File: config.mk
export PLATFORM = sky130hd
export DESIGN_NAME = dcache_flush_unit
export DESIGN_NICKNAME = d
export VERILOG_FILES = /design/src/rtl/ariane_pkg.sv /design/src/rtl/lzc.sv /design/src/rtl/dcache_flush_unit.sv
export SDC_FILE = /design/constraint.sdc
export NUM_CORES = 1
export LEC_CHECK = 0
export CAP_MARGIN = 20
export CORE_UTILIZATION = 29
export DETAILED_ROUTE_END_ITERATION = 8
export SLEW_MARGIN = 10
export SYNTH_ARGS = -nofsm -noshare
export SYNTH_HDL_FRONTEND = slang
export SYNTH_HIERARCHICAL = 1
export SYNTH_SLANG_ARGS = --single-unit
File: constraint.sdc
create_clock -name clk_i -period 5.8 [get_ports clk_i]
set_input_delay 1.16 -clock clk_i [delete_from_list [all_inputs] [get_ports clk_i]]
set_output_delay 1.16 -clock clk_i [all_outputs]
set_load 0.02 [all_outputs]
File: src/rtl/ariane_pkg.sv
// Core-wide configuration constants shared by the data cache and its helpers.
package ariane_pkg;

  // Data cache geometry.
  localparam int unsigned DCACHE_NUM_SETS  = 256;
  localparam int unsigned DCACHE_SET_ASSOC = 8;

endpackage : ariane_pkg

File: src/rtl/lzc.sv
// Leading/trailing zero counter. MODE=0 counts trailing zeros, which equals the
// index of the lowest set bit; MODE=1 counts leading zeros. Returns 0 when empty.
module lzc #(
  parameter int unsigned WIDTH = 2,
  parameter bit          MODE  = 1'b0,
  localparam int unsigned CntW = (WIDTH > 1) ? $clog2(WIDTH) : 1
) (
  input  logic [WIDTH-1:0] in_i,
  output logic [CntW-1:0]  cnt_o,
  output logic             empty_o
);

  // Priority scan: the last match in loop order wins.
  always_comb begin
    cnt_o = '0;
    if (MODE) begin
      for (int i = 0; i < int'(WIDTH); i++) begin
        if (in_i[i]) cnt_o = CntW'(int'(WIDTH) - 1 - i);
      end
    end else begin
      for (int i = int'(WIDTH) - 1; i >= 0; i--) begin
        if (in_i[i]) cnt_o = CntW'(i);
      end
    end
  end

  assign empty_o = ~|in_i;

endmodule : lzc

File: src/rtl/dcache_flush_unit.sv
// Walks every data cache set: reads valid/dirty state, issues one writeback per
// dirty valid way, waits for the writeback unit to drain, then invalidates the
// set. Acknowledges once after the last set and waits for the request to drop.
module dcache_flush_unit import ariane_pkg::*; #(
  parameter int unsigned NumSets = DCACHE_NUM_SETS,
  parameter int unsigned NumWays = DCACHE_SET_ASSOC,
  localparam int unsigned IdxW = $clog2(NumSets),
  localparam int unsigned WayW = (NumWays > 1) ? $clog2(NumWays) : 1
) (
  input  logic               clk_i,
  input  logic               rst_ni,
  input  logic               flush_i,
  output logic               flush_ack_o,
  output logic               busy_o,
  output logic               tag_req_o,
  input  logic               tag_gnt_i,
  output logic               tag_we_o,
  output logic [IdxW-1:0]    tag_idx_o,
  input  logic [NumWays-1:0] valid_bits_i,
  input  logic [NumWays-1:0] dirty_bits_i,
  output logic               wb_valid_o,
  input  logic               wb_ready_i,
  output logic [IdxW-1:0]    wb_idx_o,
  output logic [WayW-1:0]    wb_way_o,
  input  logic               wb_idle_i
);

  typedef enum logic [3:0] {
    IDLE, READ, CHECK, WB, WAIT_WB, INV, NEXT, ACK, DRAIN
  } state_e;

  state_e             r_state, w_state_next;
  logic [IdxW-1:0]    r_cnt, w_cnt_next;
  logic [NumWays-1:0] r_mask, w_mask_next;
  logic [NumWays-1:0] w_clear;
  logic [WayW-1:0]    w_way;
  logic               w_empty;

  // Lowest pending way is written back first.
  lzc #(
    .WIDTH (NumWays),
    .MODE  (1'b0)
  ) i_way_lzc (
    .in_i    (r_mask),
    .cnt_o   (w_way),
    .empty_o (w_empty)
  );

  // One-hot of the way currently being written back, used to retire it.
  for (genvar gi = 0; gi < int'(NumWays); gi++) begin : g_clear
    assign w_clear[gi] = (w_way == WayW'(gi));
  end

  // State, set counter and pending-writeback mask registers.
  always_ff @(posedge clk_i or negedge rst_ni) begin
    if (!rst_ni) begin
      r_state <= IDLE;
      r_cnt   <= '0;
      r_mask  <= '0;
    end else begin
      r_state <= w_state_next;
      r_cnt   <= w_cnt_next;
      r_mask  <= w_mask_next;
    end
  end

  // Next-state and output decode; outputs depend only on registered state.
  always_comb begin
    w_state_next = r_state;
    w_cnt_next   = r_cnt;
    w_mask_next  = r_mask;
    flush_ack_o  = 1'b0;
    busy_o       = (r_state != IDLE);
    tag_req_o    = 1'b0;
    tag_we_o     = 1'b0;
    tag_idx_o    = r_cnt;
    wb_valid_o   = 1'b0;
    wb_idx_o     = r_cnt;
    wb_way_o     = w_way;

    unique case (r_state)
      IDLE: begin
        if (flush_i) begin
          w_state_next = READ;
          w_cnt_next   = '0;
        end
      end
      READ: begin
        tag_req_o = 1'b1;
        if (tag_gnt_i) w_state_next = CHECK;
      end
      CHECK: begin
        // Array data for the granted read is valid in this cycle.
        w_mask_next  = valid_bits_i & dirty_bits_i;
        w_state_next = (|(valid_bits_i & dirty_bits_i)) ? WB : INV;
      end
      WB: begin
        if (w_empty) begin
          w_state_next = WAIT_WB;
        end else begin
          wb_valid_o = 1'b1;
          if (wb_ready_i) begin
            w_mask_next = r_mask & ~w_clear;
            if (~|(r_mask & ~w_clear)) w_state_next = WAIT_WB;
          end
        end
      end
      WAIT_WB: begin
        // Invalidate only after all writebacks of this set have left the unit.
        if (wb_idle_i) w_state_next = INV;
      end
      INV: begin
        tag_req_o = 1'b1;
        tag_we_o  = 1'b1;
        if (tag_gnt_i) w_state_next = NEXT;
      end
      NEXT: begin
        if (r_cnt == IdxW'(NumSets - 1)) begin
          w_state_next = ACK;
        end else begin
          w_cnt_next   = r_cnt + 1'b1;
          w_state_next = READ;
        end
      end
      ACK: begin
        flush_ack_o  = 1'b1;
        w_state_next = DRAIN;
      end
      DRAIN: begin
        // A request still held high after the ack must not start another walk.
        if (!flush_i) w_state_next = IDLE;
      end
      default: w_state_next = IDLE;
    endcase
  end

endmodule : dcache_flush_unit

==> run metrics, run 1 <==
# Post-CTS Setup Buffers=0; Syn Inst Count=177; Post-DP HPWL=2890 um; worst-margin pin slew=0.888 ns; CP max stage cell=o41ai_2; CP endpoint kind=output port; area leader, netlist=dfrtp_1; Total Nets Final=237; crit path buf inv count=1; Root Driver=clkbuf_8; Syn Area/Cell=8.53 um2; Remaining DRCs=0; Pleak=0.785 nW; Setup violations, final=0; pwr/cell area=463 mW/mm2; synthesized cell area=0.00151 mm2; setup ws final=2.30 ns; ys flop type=dfrtp_1; Port Buffer Count=45; Placement Cell Area=0.00193 mm2; Synthesized Nets=200; CP max FO=10; post-CTS resize count=0; Design Area, Final=0.00200 mm2; Final Hold Vio Count=0; max incr delay on CP=0.87 ns; TritonCTS clock tree=built; fmax=0.286 GHz; yosys warns=6; RSZ-0062 raised after global routing=no; ratio of cells with drive above 1 in the final layout=8.92%; Yosys top cell area share=33.1%; initial antenna violation count=0; Hold Crit Class=flip-flop to flip-flop; worst IR drop on VDD=0.132 mV; vias in the first global route=1,274; Data required, critical path=4.64 ns; hold_sp=tag_idx_o[4]; Max Cap Viol=0; Rel. slew slack=40.1%; Slew Limit Fails=0; R2R Setup Slk=3.08 ns; Data arrival, critical path=2.34 ns; vias=1,397; GPL Wtd Cong=0.873; cell row count=25; WP depth=2; Post-CTS Hold Buffers=0; register bit count reported by yosys=20; post-place setup slack=2.62 ns; Final Skew=0.00451 ns; DRT antenna net count=0; total power=0.925 mW; Post-Route WL=3890 um; via/cell ratio=4.99; Die Y=74.2 um; gr usage total=14.8%; clock slew at reported path FFs=0.08 ns; Die X=74.2 um; Synth cell types=48; Placeable Area=0.00488 mm2; crit path cell chain=o41ai_2 > clkdlybuf4s50_1; register area share after synthesis=33.1%; WHS Path Cells=1; Initial DRC Count=80; Setup TNS=0 ns; Top-Level Pins=46; synth cell count leaders=o21ai_0, dfrtp_1, nor2_1; number of synthesized flops with an enable pin=0; Area contributors post-synth=dfrtp_1, o21ai_0, buf_4, nor2_1, nand2_1; kind of cell adding the most delay to the critical path=compound AO/OA/AOI/OAI gates; Initial Utilization=30.9%; Clock Tree Buf Depth=2; global-route wire length before repair=6320 um; FFs w/ async S/R, synth=100%; largest net degree at the start of global routing=21; fin crit share=60.3%; CTS Sinks=20; fin util=40.9%; Worst-Skew Late Latency=0.26 ns; cells on worst reg2reg path=8; drt first pass iters=4; Critical Path Source Type=flip-flop; full die area=0.00550 mm2; GRT overflow=0; htree depth=1; RR Endpoint=r_state[0]; WHS Endpoint=tag_idx_o[4]; status=completed; WL per Instance=13.9 um; CP Class=flip-flop to output port; n_diodes=0; CP startpoint=r_mask[4]; Final min period=3.50 ns; Area growth syn-to-layout=32.2%; worst r2r src=r_mask[4]; TritonCTS Buffers=3; most frequent cell after synthesis=o21ai_0
[layer usage]
metal / routed length (um) / GRT usage [%]
met2: 1700 / 21.0
met4: 69 / 5.98
met3: 128 / 2.17
met5: 0 / 0
met1: 1990 / 22.1
[worst max path at each step]
| stage | to | slack (ns) |
|---|---|---|
| after detailed placement | wb_way_o[0] | 2.62 |
| final | wb_way_o[0] | 2.30 |
| after floorplan | r_state[0] | 3.29 |
| after global routing | wb_way_o[0] | 2.18 |
| after global placement | wb_way_o[0] | 2.62 |
| after CTS | wb_way_o[0] | 2.34 |
[area by class of cell]
| type | instances | area [um2] |
|---|---|---|
| inverter | 6 | 22.5 |
| timing repair buffer | 47 | 473 |
| clock buffer | 4 | 55.1 |
| tap | 67 | 83.8 |
| multi-input combinational | 136 | 862 |
| fill | 521 | 2880 |
| sequential | 20 | 500 |
[worst reg2reg max path: cells and delay by family (launching register included)]
kind	cells	cell delay [ns]
compound gates	5	1.35
flops	1	0.46
mux	1	0.30
simple gates	2	0.50
[registers in the layout (all words and copies together) (netlist names)]
| name | cells |
|---|---|
| r_mask | 8 |
| r_state | 4 |
| tag_idx_o | 8 |
[cells by family after synthesis]
logic type | share of synthesized area (%)
XOR/XNOR | 0.580
AO/OA/AOI/OAI | 25.3
buffers and inverters | 9.78
AND/OR/NAND/NOR | 27.1
multiplexers | 3.31
flip-flops | 33.1
adder cells (fa/ha/maj) | 0.828
[stage by stage]
step	hold slack [ns]	cells
3_5_place_dp	0.580	275
4_1_cts	0.592	279
2_1_floorplan	0.520	177
3_3_place_gp	0.554	275
6_report	0.591	280
5_1_grt	0.631	280
[layout by cell type (no fill, tap or decap), types with 2 or more instances in the layout]
master,count
nand2_1,17
nor2b_1,3
nand3_1,6
a31oi_1,3
dfrtp_1,20
nor2_1,18
or4b_1,2
and3_1,2
a22oi_1,2
mux2i_1,2
nor3_1,3
o21ai_1,2
clkbuf_8,4
nand3b_1,2
nand4_1,3
and2_1,2
o21ai_0,28
o2bb2ai_1,4
a21oi_1,7
o21bai_1,2
clkdlybuf4s50_1,45
mux2_4,2
nand2b_1,3
or3_1,2
inv_1,6
[report_power, final]
part	total (mW)	leakage [nW]	switching, mW	internal, mW
combinational	0.559	0.491	0.303	0.257
clock	0.111	0.0288	0.0508	0.0605
sequential	0.255	0.266	0.0767	0.178
total	0.925	0.785	0.430	0.495
No activity file was read; power rests on OpenSTA's default activity.
==> inputs of run 2 (changes only) <==
==> constraint.sdc (replaced) <==
create_clock -name clk_i -period 2.9 [get_ports clk_i]
set_input_delay 0.58 -clock clk_i [delete_from_list [all_inputs] [get_ports clk_i]]
set_output_delay 0.58 -clock clk_i [all_outputs]
set_load 0.02 [all_outputs]
==> run metrics, run 2 (synthesized netlist as in run 1, its figures left out) <==
pwr/cell area=963 mW/mm2; commonest non-fill, non-tap cell in the layout=clkdlybuf4s50_1; Switching Fraction=44.5%; vias in the first global route=1,264; Port Buffer Count=45; hold_sp=tag_idx_o[6]; post-place setup slack=0.430 ns; Max Cap Viol=0; global-route wire length before repair=6000 um; Data required, critical path=2.32 ns; CTS Sinks=20; htree depth=1; Data arrival, critical path=2.17 ns; Root Driver=clkbuf_8; Clock Tree Buf Depth=2; Final min period=2.75 ns; max incr delay on CP=0.75 ns; n_diodes=0; P_sw=0.866 mW; via/cell ratio=4.99; Top-Level Pins=46; Placed Cells=278; TritonCTS clock tree=built; Slew Limit Fails=0; RR Endpoint=r_state[0]; vias=1,406; Post-CTS Hold Buffers=0; Total Nets Final=239; crit path cell chain=o41ai_2 > clkdlybuf4s50_1; CP max FO=6; most frequent cells in the layout=clkdlybuf4s50_1, o21ai_0, dfrtp_1; DRT antenna net count=0; ratio of cells with drive above 1 in the final layout=9.77%; GRT overflow=0; worst-margin pin slew=0.670 ns; cell row count=25; gr usage total=14.3%; GPL Wtd Cong=0.978; met1 global-route usage=20.4%; Final Skew=0.00654 ns; R2R Setup Slk=0.38 ns; fin crit share=94.8%; Worst-Skew Late Latency=0.27 ns; CP Class=flip-flop to output port; setup ws final=0.151 ns; RSZ-0062 raised after global routing=no; Hold Crit Class=flip-flop to flip-flop; Setup violations, final=0; largest net degree at the start of global routing=21; WHS Endpoint=tag_idx_o[6]; CP max stage cell=clkdlybuf4s50_1; Pleak=0.799 nW; Rel. slew slack=54.8%; total power=1.95 mW; non-filler cells, final=282; Post-DP HPWL=2830 um; drt first pass iters=4; post-CTS resize count=0; met2 usage=21.3%; Area growth syn-to-layout=33.8%; worst IR drop on VDD=0.338 mV; Int Pwr=1.08 mW; Sequential Power Share=26.3%; status=completed; met3 usage=1.90%; Critical Path Source Type=flip-flop; initial antenna violation count=0; clock slew at reported path FFs=0.08 ns; Post-Route WL=3740 um; cells on worst reg2reg path=9; TritonCTS Buffers=3; GRT busiest layer=met2; Die Y=74.2 um; full die area=0.00550 mm2; Final Hold Vio Count=0; Comb pwr share=58.8%; WL per Instance=13.3 um; Setup TNS=0 ns; Remaining DRCs=0; # Post-CTS Setup Buffers=0; fmax=0.364 GHz; Initial Utilization=30.9%; Placeable Area=0.00488 mm2; Initial DRC Count=56; worst r2r src=r_mask[0]; Clock Power Share=14.9%; WHS Path Cells=1; CP endpoint kind=output port; Die X=74.2 um
==> run 2: cell types whose count changed in the layout (fill, tap and decap cells not counted), sizes merged <==
cell	before	now
bufinv	0	1
clkbuf	4	3
buf	2	4
==> run 2: layer usage <==
layer  part of all wire (%)  vias up
met5                      0        -
li1                       -      711
met3                    4.8        4
met4                    1.6        0
met1                     49      652
met2                     45       39
==> run 2: worst max path at each step <==
stage	slack, ns	depth (start not counted)	endpoint	startpoint
floorplan	0.39	8	r_state[0]	r_mask[3]
global placement	0.34	9	r_state[0]	r_mask[0]
detailed placement	0.43	9	r_state[0]	r_mask[0]
CTS	0.16	2	wb_way_o[0]	r_mask[4]
global route	0.09	4	wb_way_o[0]	r_mask[6]
finish	0.15	2	wb_way_o[0]	r_mask[4]
==> run 2: power by group through the flow <==
stage          Clock [mW]  Combinational, mW  Sequential [mW]
6_report            0.290               1.14            0.512
5_1_grt             0.300               1.24            0.536
4_1_cts             0.292               1.15            0.511
3_5_place_dp            0               1.14            0.516
3_3_place_gp            0               1.15            0.513
2_1_floorplan           0              0.880            0.459
==> run 2: worst max-delay path: cells and delay by family, from the launching register on <==
kind	cells	cell delay (ns)
flip-flops	1	0.45
AO/OA/AOI/OAI	1	0.70
buffers and inverters	1	0.75
==> run 2: layout make-up <==
class | count | area [um2]
clock inverter | 1 | 30.0
tap | 67 | 83.8
multi-input combinational | 136 | 862
clock buffer | 3 | 41.3
timing repair buffer | 49 | 480
inverter | 6 | 22.5
sequential | 20 | 500
fill | 523 | 2860
==> run 2: stage by stage <==
step / cell area (um2) / util (%) / hold slack (ns)
global placement: 1950 / 39.9 / 0.554
CTS: 2020 / 41.4 / 0.569
detailed placement: 1950 / 39.9 / 0.557
finish: 2020 / 41.4 / 0.573
floorplan: 1510 / - / 0.284
global route: 2020 / 41.4 / 0.600
